==> config.mk <==
export PLATFORM = sky130hd
export DESIGN_NAME = move_history_stack
export DESIGN_NICKNAME = d
export VERILOG_FILES = /design/src/rtl/cube_pkg.sv /design/src/rtl/history_ram.sv /design/src/rtl/move_history_stack.sv
export SDC_FILE = /design/constraint.sdc
export NUM_CORES = 1
export LEC_CHECK = 0
export ABC_AREA = 1
export CORE_ASPECT_RATIO = 1.25
export CORE_MARGIN = 5
export CORE_UTILIZATION = 45
export CTS_CLUSTER_DIAMETER = 80
export DETAILED_ROUTE_END_ITERATION = 7
export HOLD_SLACK_MARGIN = 0.08
export PLACE_DENSITY_LB_ADDON = 0.3
export SLEW_MARGIN = 0
export SYNTH_ARGS = -nofsm -noshare
export SYNTH_HDL_FRONTEND = slang
export SYNTH_SLANG_ARGS = --single-unit
==> constraint.sdc <==
create_clock -name clock -period 3.75 [get_ports clock]
set_input_delay 0.5625 -clock clock [delete_from_list [all_inputs] [get_ports clock]]
set_output_delay 0.5625 -clock clock [all_outputs]
set_load 0.01 [all_outputs]
==> src/rtl/cube_pkg.sv <==
// Shared cube definitions used by the move-history logic.
// Move code layout: bits[3:1] select the face (U, D, L, R, F, B = 0..5),
// bit[0] is the direction (0 = clockwise, 1 = counter-clockwise).
// Faces 6 and 7 are no-op codes and never represent a real move.
package cube_pkg;

  localparam int MOVE_W = 4;

  typedef enum logic [2:0] {
    FACE_U = 3'd0,
    FACE_D = 3'd1,
    FACE_L = 3'd2,
    FACE_R = 3'd3,
    FACE_F = 3'd4,
    FACE_B = 3'd5
  } face_e;

  typedef enum logic [1:0] {
    ST_IDLE   = 2'd0,
    ST_REPLAY = 2'd1,
    ST_DONE   = 2'd2
  } hist_state_e;

  // Inverse move: same face, opposite direction.
  function automatic logic [MOVE_W-1:0] inv_move(input logic [MOVE_W-1:0] code);
    return {code[MOVE_W-1:1], ~code[0]};
  endfunction

  // Face codes above B carry no rotation.
  function automatic logic is_noop(input logic [MOVE_W-1:0] code);
    return (code[MOVE_W-1:1] > FACE_B);
  endfunction

endpackage

==> src/rtl/history_ram.sv <==
// History storage for move_history_stack.
// DEPTH x MOVE_W array, synchronous write, combinational read.
// Ports:
//   clock    - write clock
//   we_i     - write enable
//   waddr_i  - write address
//   wdata_i  - write data (move code)
//   raddr_i  - read address
//   rdata_o  - read data, combinational from raddr_i
module history_ram
  import cube_pkg::*;
#(
  parameter int DEPTH = 64,
  parameter int PTR_W = $clog2(DEPTH)
) (
  input  logic              clock,
  input  logic              we_i,
  input  logic [PTR_W-1:0]  waddr_i,
  input  logic [MOVE_W-1:0] wdata_i,
  input  logic [PTR_W-1:0]  raddr_i,
  output logic [MOVE_W-1:0] rdata_o
);

  logic [MOVE_W-1:0] mem_q [DEPTH];

  // Storage write port; contents need no reset because count gates every read.
  always_ff @(posedge clock) begin
    if (we_i) begin
      mem_q[waddr_i] <= wdata_i;
    end
  end

  assign rdata_o = mem_q[raddr_i];

endmodule

==> src/rtl/move_history_stack.sv <==
// Bounded LIFO history of applied cube moves with paced inverse replay.
// Ports:
//   clock, reset        - clock and synchronous active-high reset
//   move_valid, move_in - applied-move pulse and its 4-bit code
//   tick                - pacing strobe for replay emits
//   undo_one, undo_all  - replay requests (undo_all wins if both)
//   clear               - discard history (only honoured in IDLE)
//   move_out(_valid)    - inverse move pulse to the move controller
//   busy, done          - replay in progress / one-cycle finish pulse
//   count, empty, full  - occupancy
//   overflow            - sticky: oldest entry was overwritten
module move_history_stack
  import cube_pkg::*;
#(
  parameter int DEPTH  = 64,
  parameter int PTR_W  = $clog2(DEPTH),
  parameter bit CANCEL = 1'b1
) (
  input  logic              clock,
  input  logic              reset,
  input  logic              move_valid,
  input  logic [MOVE_W-1:0] move_in,
  input  logic              tick,
  input  logic              undo_one,
  input  logic              undo_all,
  input  logic              clear,
  output logic [MOVE_W-1:0] move_out,
  output logic              move_out_valid,
  output logic              busy,
  output logic              done,
  output logic [PTR_W:0]    count,
  output logic              empty,
  output logic              full,
  output logic              overflow
);

  localparam logic [PTR_W:0]   CNT_ZERO = {(PTR_W+1){1'b0}};
  localparam logic [PTR_W:0]   CNT_ONE  = {{PTR_W{1'b0}}, 1'b1};
  localparam logic [PTR_W:0]   CNT_FULL = (PTR_W+1)'(DEPTH);
  localparam logic [PTR_W-1:0] PTR_ZERO = {PTR_W{1'b0}};
  localparam logic [PTR_W-1:0] PTR_ONE  = {{(PTR_W-1){1'b0}}, 1'b1};

  hist_state_e       state_q, state_d;
  logic              mode_all_q, mode_all_d;
  logic [PTR_W-1:0]  wptr_q, wptr_d;
  logic [PTR_W:0]    count_q, count_d;
  logic              overflow_q, overflow_d;

  logic [PTR_W-1:0]  top_addr_s;
  logic [MOVE_W-1:0] top_code_s;
  logic              we_s;
  logic              push_req_s;
  logic              is_cancel_s;
  logic              emit_s;

  // Top of stack sits just below the write pointer (wraps mod DEPTH).
  assign top_addr_s = wptr_q - PTR_ONE;

  history_ram #(
    .DEPTH (DEPTH),
    .PTR_W (PTR_W)
  ) u_ram (
    .clock   (clock),
    .we_i    (we_s),
    .waddr_i (wptr_q),
    .wdata_i (move_in),
    .raddr_i (top_addr_s),
    .rdata_o (top_code_s)
  );

  // Clear outranks a simultaneous push; emitted inverses are never re-pushed
  // because pushes are only taken in IDLE.
  assign push_req_s  = (state_q == ST_IDLE) && move_valid && !is_noop(move_in) && !clear;
  assign is_cancel_s = CANCEL && (count_q != CNT_ZERO) && (move_in == inv_move(top_code_s));
  assign emit_s      = (state_q == ST_REPLAY) && tick && (count_q != CNT_ZERO);

  // Pointer, occupancy and overflow next-state.
  always_comb begin
    wptr_d     = wptr_q;
    count_d    = count_q;
    overflow_d = overflow_q;
    we_s       = 1'b0;
    if ((state_q == ST_IDLE) && clear) begin
      wptr_d     = PTR_ZERO;
      count_d    = CNT_ZERO;
      overflow_d = 1'b0;
    end else if (push_req_s) begin
      if (is_cancel_s) begin
        wptr_d  = top_addr_s;
        count_d = count_q - CNT_ONE;
      end else begin
        we_s   = 1'b1;
        wptr_d = wptr_q + PTR_ONE;
        // When full, wptr already points at the oldest entry.
        if (count_q == CNT_FULL) begin
          overflow_d = 1'b1;
        end else begin
          count_d = count_q + CNT_ONE;
        end
      end
    end else if (emit_s) begin
      wptr_d  = top_addr_s;
      count_d = count_q - CNT_ONE;
    end else begin
      wptr_d = wptr_q;
    end
  end

  // FSM next-state; a replay request sees the occupancy after a same-cycle push.
  always_comb begin
    state_d    = state_q;
    mode_all_d = mode_all_q;
    case (state_q)
      ST_IDLE: begin
        if (clear) begin
          state_d = ST_IDLE;
        end else if (undo_one || undo_all) begin
          mode_all_d = undo_all;
          state_d    = (count_d == CNT_ZERO) ? ST_DONE : ST_REPLAY;
        end else begin
          state_d = ST_IDLE;
        end
      end
      ST_REPLAY: begin
        if (tick) begin
          if ((count_q == CNT_ZERO) || !mode_all_q) begin
            state_d = ST_DONE;
          end else begin
            state_d = ST_REPLAY;
          end
        end else begin
          state_d = ST_REPLAY;
        end
      end
      ST_DONE: begin
        state_d = ST_IDLE;
      end
      default: begin
        state_d = ST_IDLE;
      end
    endcase
  end

  // State and datapath registers.
  always_ff @(posedge clock) begin
    if (reset) begin
      state_q    <= ST_IDLE;
      mode_all_q <= 1'b0;
      wptr_q     <= PTR_ZERO;
      count_q    <= CNT_ZERO;
      overflow_q <= 1'b0;
    end else begin
      state_q    <= state_d;
      mode_all_q <= mode_all_d;
      wptr_q     <= wptr_d;
      count_q    <= count_d;
      overflow_q <= overflow_d;
    end
  end

  // Outputs; the emit is qualified by the tick in the same cycle.
  always_comb begin
    move_out_valid = emit_s;
    if (emit_s) begin
      move_out = inv_move(top_code_s);
    end else begin
      move_out = 4'h0;
    end
    busy     = (state_q == ST_REPLAY);
    done     = (state_q == ST_DONE);
    count    = count_q;
    empty    = (count_q == CNT_ZERO);
    full     = (count_q == CNT_FULL);
    overflow = overflow_q;
  end

endmodule

# [After elaboration in Yosys (flattened, before gate mapping)]
# Memories as Yosys holds them, arrays and structs flattened.
# Cells that the tools add are included.
[word_totals] ff_bits=17 ramBits=256 input_bits=11 out_inout_bits=17 elab_cells=58 mem_count=1
[op_classes] addsub=4 n_lt_le_gt_ge=1 eq_ne=4 mux=20 n_bitwise=3 n_reduce_logical=20
[memory_table] name="u_ram.mem_q" depth=64 width=4 rd=1 rd_ports_with_merged_regs=0 write_ports=1 line="history_ram.sv:24" rtl="logic [MOVE_W-1:0] mem_q [DEPTH];"
[op_table] op="$mux W7" count=5
[op_table] op="$mux W6" count=3
[op_table] op="$logic_not A7 Y1" count=2
[op_table] op="$mux W2" count=5
[op_table] op="$add A7 B1 Y7 const B" count=1
[op_table] op="$eq A7 B7 Y1 const B" count=1
[op_table] op="$logic_and A1 B1 Y1" count=7
[op_table] op="$reduce_bool A7 Y1" count=1
[op_table] op="$sub A7 B1 Y7 const B" count=1
[op_table] op="$add A6 B1 Y6 const B" count=1
[op_table] op="$reduce_and A3 Y1" count=2
[op_table] op="$sub A6 B1 Y6 const B" count=1
[op_table] op="$mux W1" count=5
[op_table] op="$eq A4 B4 Y1" count=1
[op_table] op="$mux W4" count=1
[op_table] op="$pmux W2 S2" count=1
[op_table] op="$gt A3 B3 Y1 const B" count=1
[op_table] op="$logic_not A1 Y1" count=3
[op_table] op="$not A1 Y1" count=3
[op_table] op="$eq A2 B1 Y1 const B" count=1
[op_table] op="$eq A2 B2 Y1 const B" count=1
[op_table] op="$logic_not A2 Y1" count=1
[op_table] op="$logic_or A1 B1 Y1" count=2
[op_table] op="$reduce_bool A2 Y1" count=1
[op_table] op="$reduce_or A2 Y1" count=1

# [Longest topological paths before layout]
# An unclocked memory read counts as a cell.
[depth] word_depth=13 mapped_depth=27 depth_no_buf=23

# [Hierarchy]
# From an unflattened synthesis, not the netlist that was laid out.
[unflattened] cells_unflattened=1206 area_unflattened_um2=12394.4
[by_module_without_submodules] module="history_ram" instances=1 cells_each=944 area_each_um2=10801.6
[by_module_without_submodules] module="move_history_stack" instances=1 cells_each=262 area_each_um2=1592.8

# [Worst setup path before layout]
# No wires, ideal clock.
[synth_timing] path_kind="register -> register" startpoint="register wptr_q[0]" endpoint="memory u_ram.mem_q[56][0] (enable)" setup_ps=330 arrival_time_ps=3244 slack_ps=177 stages_incl_launch_ff=24 path_cell_list="dfxtp_1 -> buf_6 -> inv_2 -> buf_4 -> buf_4 -> ha_1 -> inv_1 -> buf_2 -> clkbuf_1 -> nand3_1 -> nand3_1 -> nand3_1 -> nand3_1 -> nand3_1 -> nand2_1 -> nand2_1 -> nand2_1 -> nor2_4 -> nand3_4 -> inv_2 -> nor2_4 -> buf_6 -> nand2_1 -> nor2_1"
[synth_via] elab_chain_cells=10
[synth_rtl] element="start, declared" line="move_history_stack.sv:45" rtl="logic [PTR_W-1:0] wptr_q, wptr_d;"
[synth_rtl] element="start signal, assigned" line="move_history_stack.sv:155" rtl="wptr_q <= wptr_d;"
[synth_rtl] element="$sub A6 B1 Y6" line="move_history_stack.sv:57" rtl="assign top_addr_s = wptr_q - PTR_ONE;"
[synth_rtl] element="$mem_v2 Z64 W4"
[synth_rtl] element="$not A1 Y1" line="cube_pkg.sv:26" rtl="return {code[MOVE_W-1:1], ~code[0]};"
[synth_rtl] element="$eq A4 B4 Y1" line="move_history_stack.sv:74" rtl="assign is_cancel_s = CANCEL && (count_q != CNT_ZERO) && (move_in == inv_move(top_code_s));"
[synth_rtl] element="$logic_and A1 B1 Y1" line="move_history_stack.sv:74"
[synth_rtl] element="$mux W1" line="move_history_stack.sv:88" rtl="if (is_cancel_s) begin"
[synth_rtl] element="$mux W1" line="move_history_stack.sv:87" rtl="end else if (push_req_s) begin"
[synth_rtl] element="$mux W1" line="move_history_stack.sv:83" rtl="if ((state_q == ST_IDLE) && clear) begin"
[synth_rtl] element="$mux W1" line="history_ram.sv:28" rtl="if (we_i) begin"
[synth_rtl] element="$mux W1 (not written as such)" line="history_ram.sv:29" rtl="mem_q[waddr_i] <= wdata_i;"
[synth_rtl] element="end, declared" line="history_ram.sv:24"
# Several ways; a longest one is shown, not always the timed one.

# [Final worst setup path]
[layout_timing] startpoint="register wptr_q[0]" endpoint="output port move_out[1]"
[layout_via] elab_chain_cells=3
[layout_rtl] element="$sub A6 B1 Y6" line="move_history_stack.sv:57"
[layout_rtl] element="$mem_v2 Z64 W4"
[layout_rtl] element="$mux W4" line="move_history_stack.sv:164" rtl="if (emit_s) begin"
[layout_rtl] element="end, declared" line="move_history_stack.sv:27" rtl="output logic [MOVE_W-1:0] move_out,"
# Every way passes these cells.

==> out/metrics.yaml <==
grt_max_degree: 134
synth_ff_type: "edfxtp_1"
synth_edf_count: 256
cts_sinks: 273
rows: 67
fin_crit_sh_pct: 97.91
core_area_sq_um: 26740
io-pin-count: 28
clkPwrFrac_pct: 32.2
die_area_sq_um: 30420
clock_latency_ps: 530
antenna_found_initial: 0
yosysWarnings: 0
grt_pass1_wl_um: 45510
finClkSkew_ps: 11.55
hold_viol: 0
clk_pin_slew_worst_paths_ps: 60
placement.io_buffers: 27
syn2layout_area_growth_pct: 12.69
synth.largest_area_cell: "edfxtp_1"
layout_commonest_cell: "nand2_1"
peakVddDrop_mv: 0.3005
yosysTopAreaCellShare_pct: 63.25
die_h_um: 193.7
syn-num-nets: 1153
relSlewSlack_pct: 54.76
p_comb_share_pct: 23.4
drv_slew: 0
netlist_area_sq_um: 12150
switchingPower_mw: 2.333
rsz0062_at_grt: "true"
critical_path_required_ps: 3190
worst_pin_slew_ps: 678.6
powerDensity_nw_per_um2: 557.1
ys_async_sr_fraction_pct: 0
gp_congestion: 0.8942
drt_wl_total_um: 30440
crit_family: "simple AND/OR/NAND/NOR gates"
final-instance-count-excl-fill: 1531
via_per_inst: 5.594
ctsHtreeMaxLevel: 1
holdBufCountCts: 0
whs_ps: 442.7
p_leak_nw: 4.891
num_antenna_cells: 0
multi_input_area_sq_um: 3672
mostFrequentLayoutCells: "309 x nand2_1, 268 x nand3_1, 256 x edfxtp_1, 78 x nor2_1, 33 x inv_1"
syn_inst: 1138
cp-end-kind: "output port"
dpl.hpwl_um: 18880
maxClockFrequency_ghz: 0.2724
cts_buffers: 26
crit_chain: "inv_4, ha_2, inv_2, buf_12, nand3_1, nand3_1, nand3_1, nand3_1, nand3_1, nand2_1, nor2_1, clkdlybuf4s50_1"
cpMostUsedCell: "nand3_1"
cts_tree: "built"
detail-route-antenna-nets: 0
synth.area.top_cells: "edfxtp_1 63%, nand3_1 11%, nand2_1 9.5%"
path_buf_inv: 4
arrival_ps: 3110
intPower_mw: 5.299
wl_per_cell_um: 19.88
grt_pass1_vias: 8213
drt-pass1-iter-count: 7
drtIter0Drc: 652
synth.distinct_cells: 41
sequentialPowerShare_pct: 44.4
synth-seq-cells: 273
place_inst: 1483
total_power_mw: 7.631
criticalPathCategory: "reg -> out"
cp_max_fo: 46
die_w_um: 157.0
grt.overflow.total: 0
track_usage_pct: 19.22
min_period_ps: 3672
setup_viol: 0
start_util_pct: 45.45
drive_above_1_share_pct: 10.79
slowest_delay_ps: 550
critPathSlowestCell: "clkdlybuf4s50_1"
cts_buffer_depth: 3
tns_ps: 0
final_nets: 1182
swShare_pct: 30.57
vias: 8565
drcViolationCount: 0
regArea_sq_um: 8031
cap_violations: 0
min_path_type: "in -> reg"
critPathLaunchType: "register"
seq_area_frac_synth_pct: 66.05
syn_area_per_cell_sq_um: 10.68
outcome: "finished clean"
n_fill_cell: 2366
cts_root_buf: "clkbuf_16"
[worst paths after layout]
path                    from                  to  slack (ps)  cells past startpoint
setup / recovery   wptr_q[0]         move_out[1]          80                     12
hold / removal    move_in[0]  u_ram.mem_q[12][0]         440                      1
setup reg to reg   wptr_q[0]  u_ram.mem_q[30][0]         110                     19
hold reg to reg   mode_all_q          mode_all_q         480                      2
[stage by stage]
| step | utilization [%] | cell area [sq um] | setup slack [ps] |
|---|---|---|---|
| detailed placement | 47.89 | 12810 | 75.05 |
| finish | 51.22 | 13700 | 78.50 |
| global route | 51.22 | 13700 | -76.55 |
| floorplan | - | 12150 | 176.6 |
| global placement | 47.89 | 12810 | 136.9 |
| CTS | 50.84 | 13600 | 50.53 |
[sequential cells by signal, summed over array words and instances (netlist names)]
name / count
u_ram.mem_q: 256
state_q: 2
mode_all_q: 1
overflow: 1
wptr_q: 6
count: 7
[power groups by stage]
| stage | Clock, mW | Sequential, mW | Combinational, mW |
|---|---|---|---|
| 2_1_floorplan | 0 | 3.45 | 1.18 |
| 3_3_place_gp | 0 | 3.45 | 1.72 |
| 3_5_place_dp | 0 | 3.46 | 1.73 |
| 4_1_cts | 2.48 | 3.39 | 1.74 |
| 5_1_grt | 2.61 | 3.39 | 1.94 |
| 6_report | 2.46 | 3.39 | 1.78 |
[Yosys cell counts (9+ instances only)]
cell / n
a21oi_1: 13
buf_2: 20
buf_4: 12
clkbuf_1: 18
dfxtp_1: 17
edfxtp_1: 256
inv_1: 34
nand2_1: 309
nand3_1: 268
nand4_1: 9
nor2_1: 95
o21ai_0: 11
xor2_1: 9
[metal layers]
metal | vias to the layer above | routed length (um) | global-route usage (%)
met5 | - | 0 | 0
met4 | 0 | 1100 | 7.910
met3 | 66 | 1838 | 2.121
met2 | 346 | 15540 | 33.35
met1 | 4123 | 11960 | 24.37
li1 | 4030 | - | -
[repair_timing]
action / in CTS / in global routing
resized for setup: 0 / 27
setup endpoints to repair: 0 / 219
setup buffers: 0 / 0
[area by class of cell]
cell class | count | area share (%)
Clock inverter | 16 | 0.7308
Tap cell | 345 | 3.152
Timing Repair Buffer | 59 | 4.248
Inverter | 44 | 1.379
Clock buffer | 31 | 5.042
Multi-Input combinational cell | 763 | 26.81
Sequential cell | 273 | 58.64
[logic make-up (layout without fill, tap and decap cells)]
| family | Yosys count | in the layout | share of synthesized area, % |
|---|---|---|---|
| simple gates | 709 | 709 | 26.56 |
| xor+xnor | 15 | 15 | 1.297 |
| compound gates | 35 | 35 | 1.575 |
| fa+ha+maj | 4 | 4 | 0.4118 |
| buf+inv | 102 | 150 | 4.107 |
| flops | 273 | 273 | 66.05 |
Note: power is estimated with default switching activity, not from simulation.
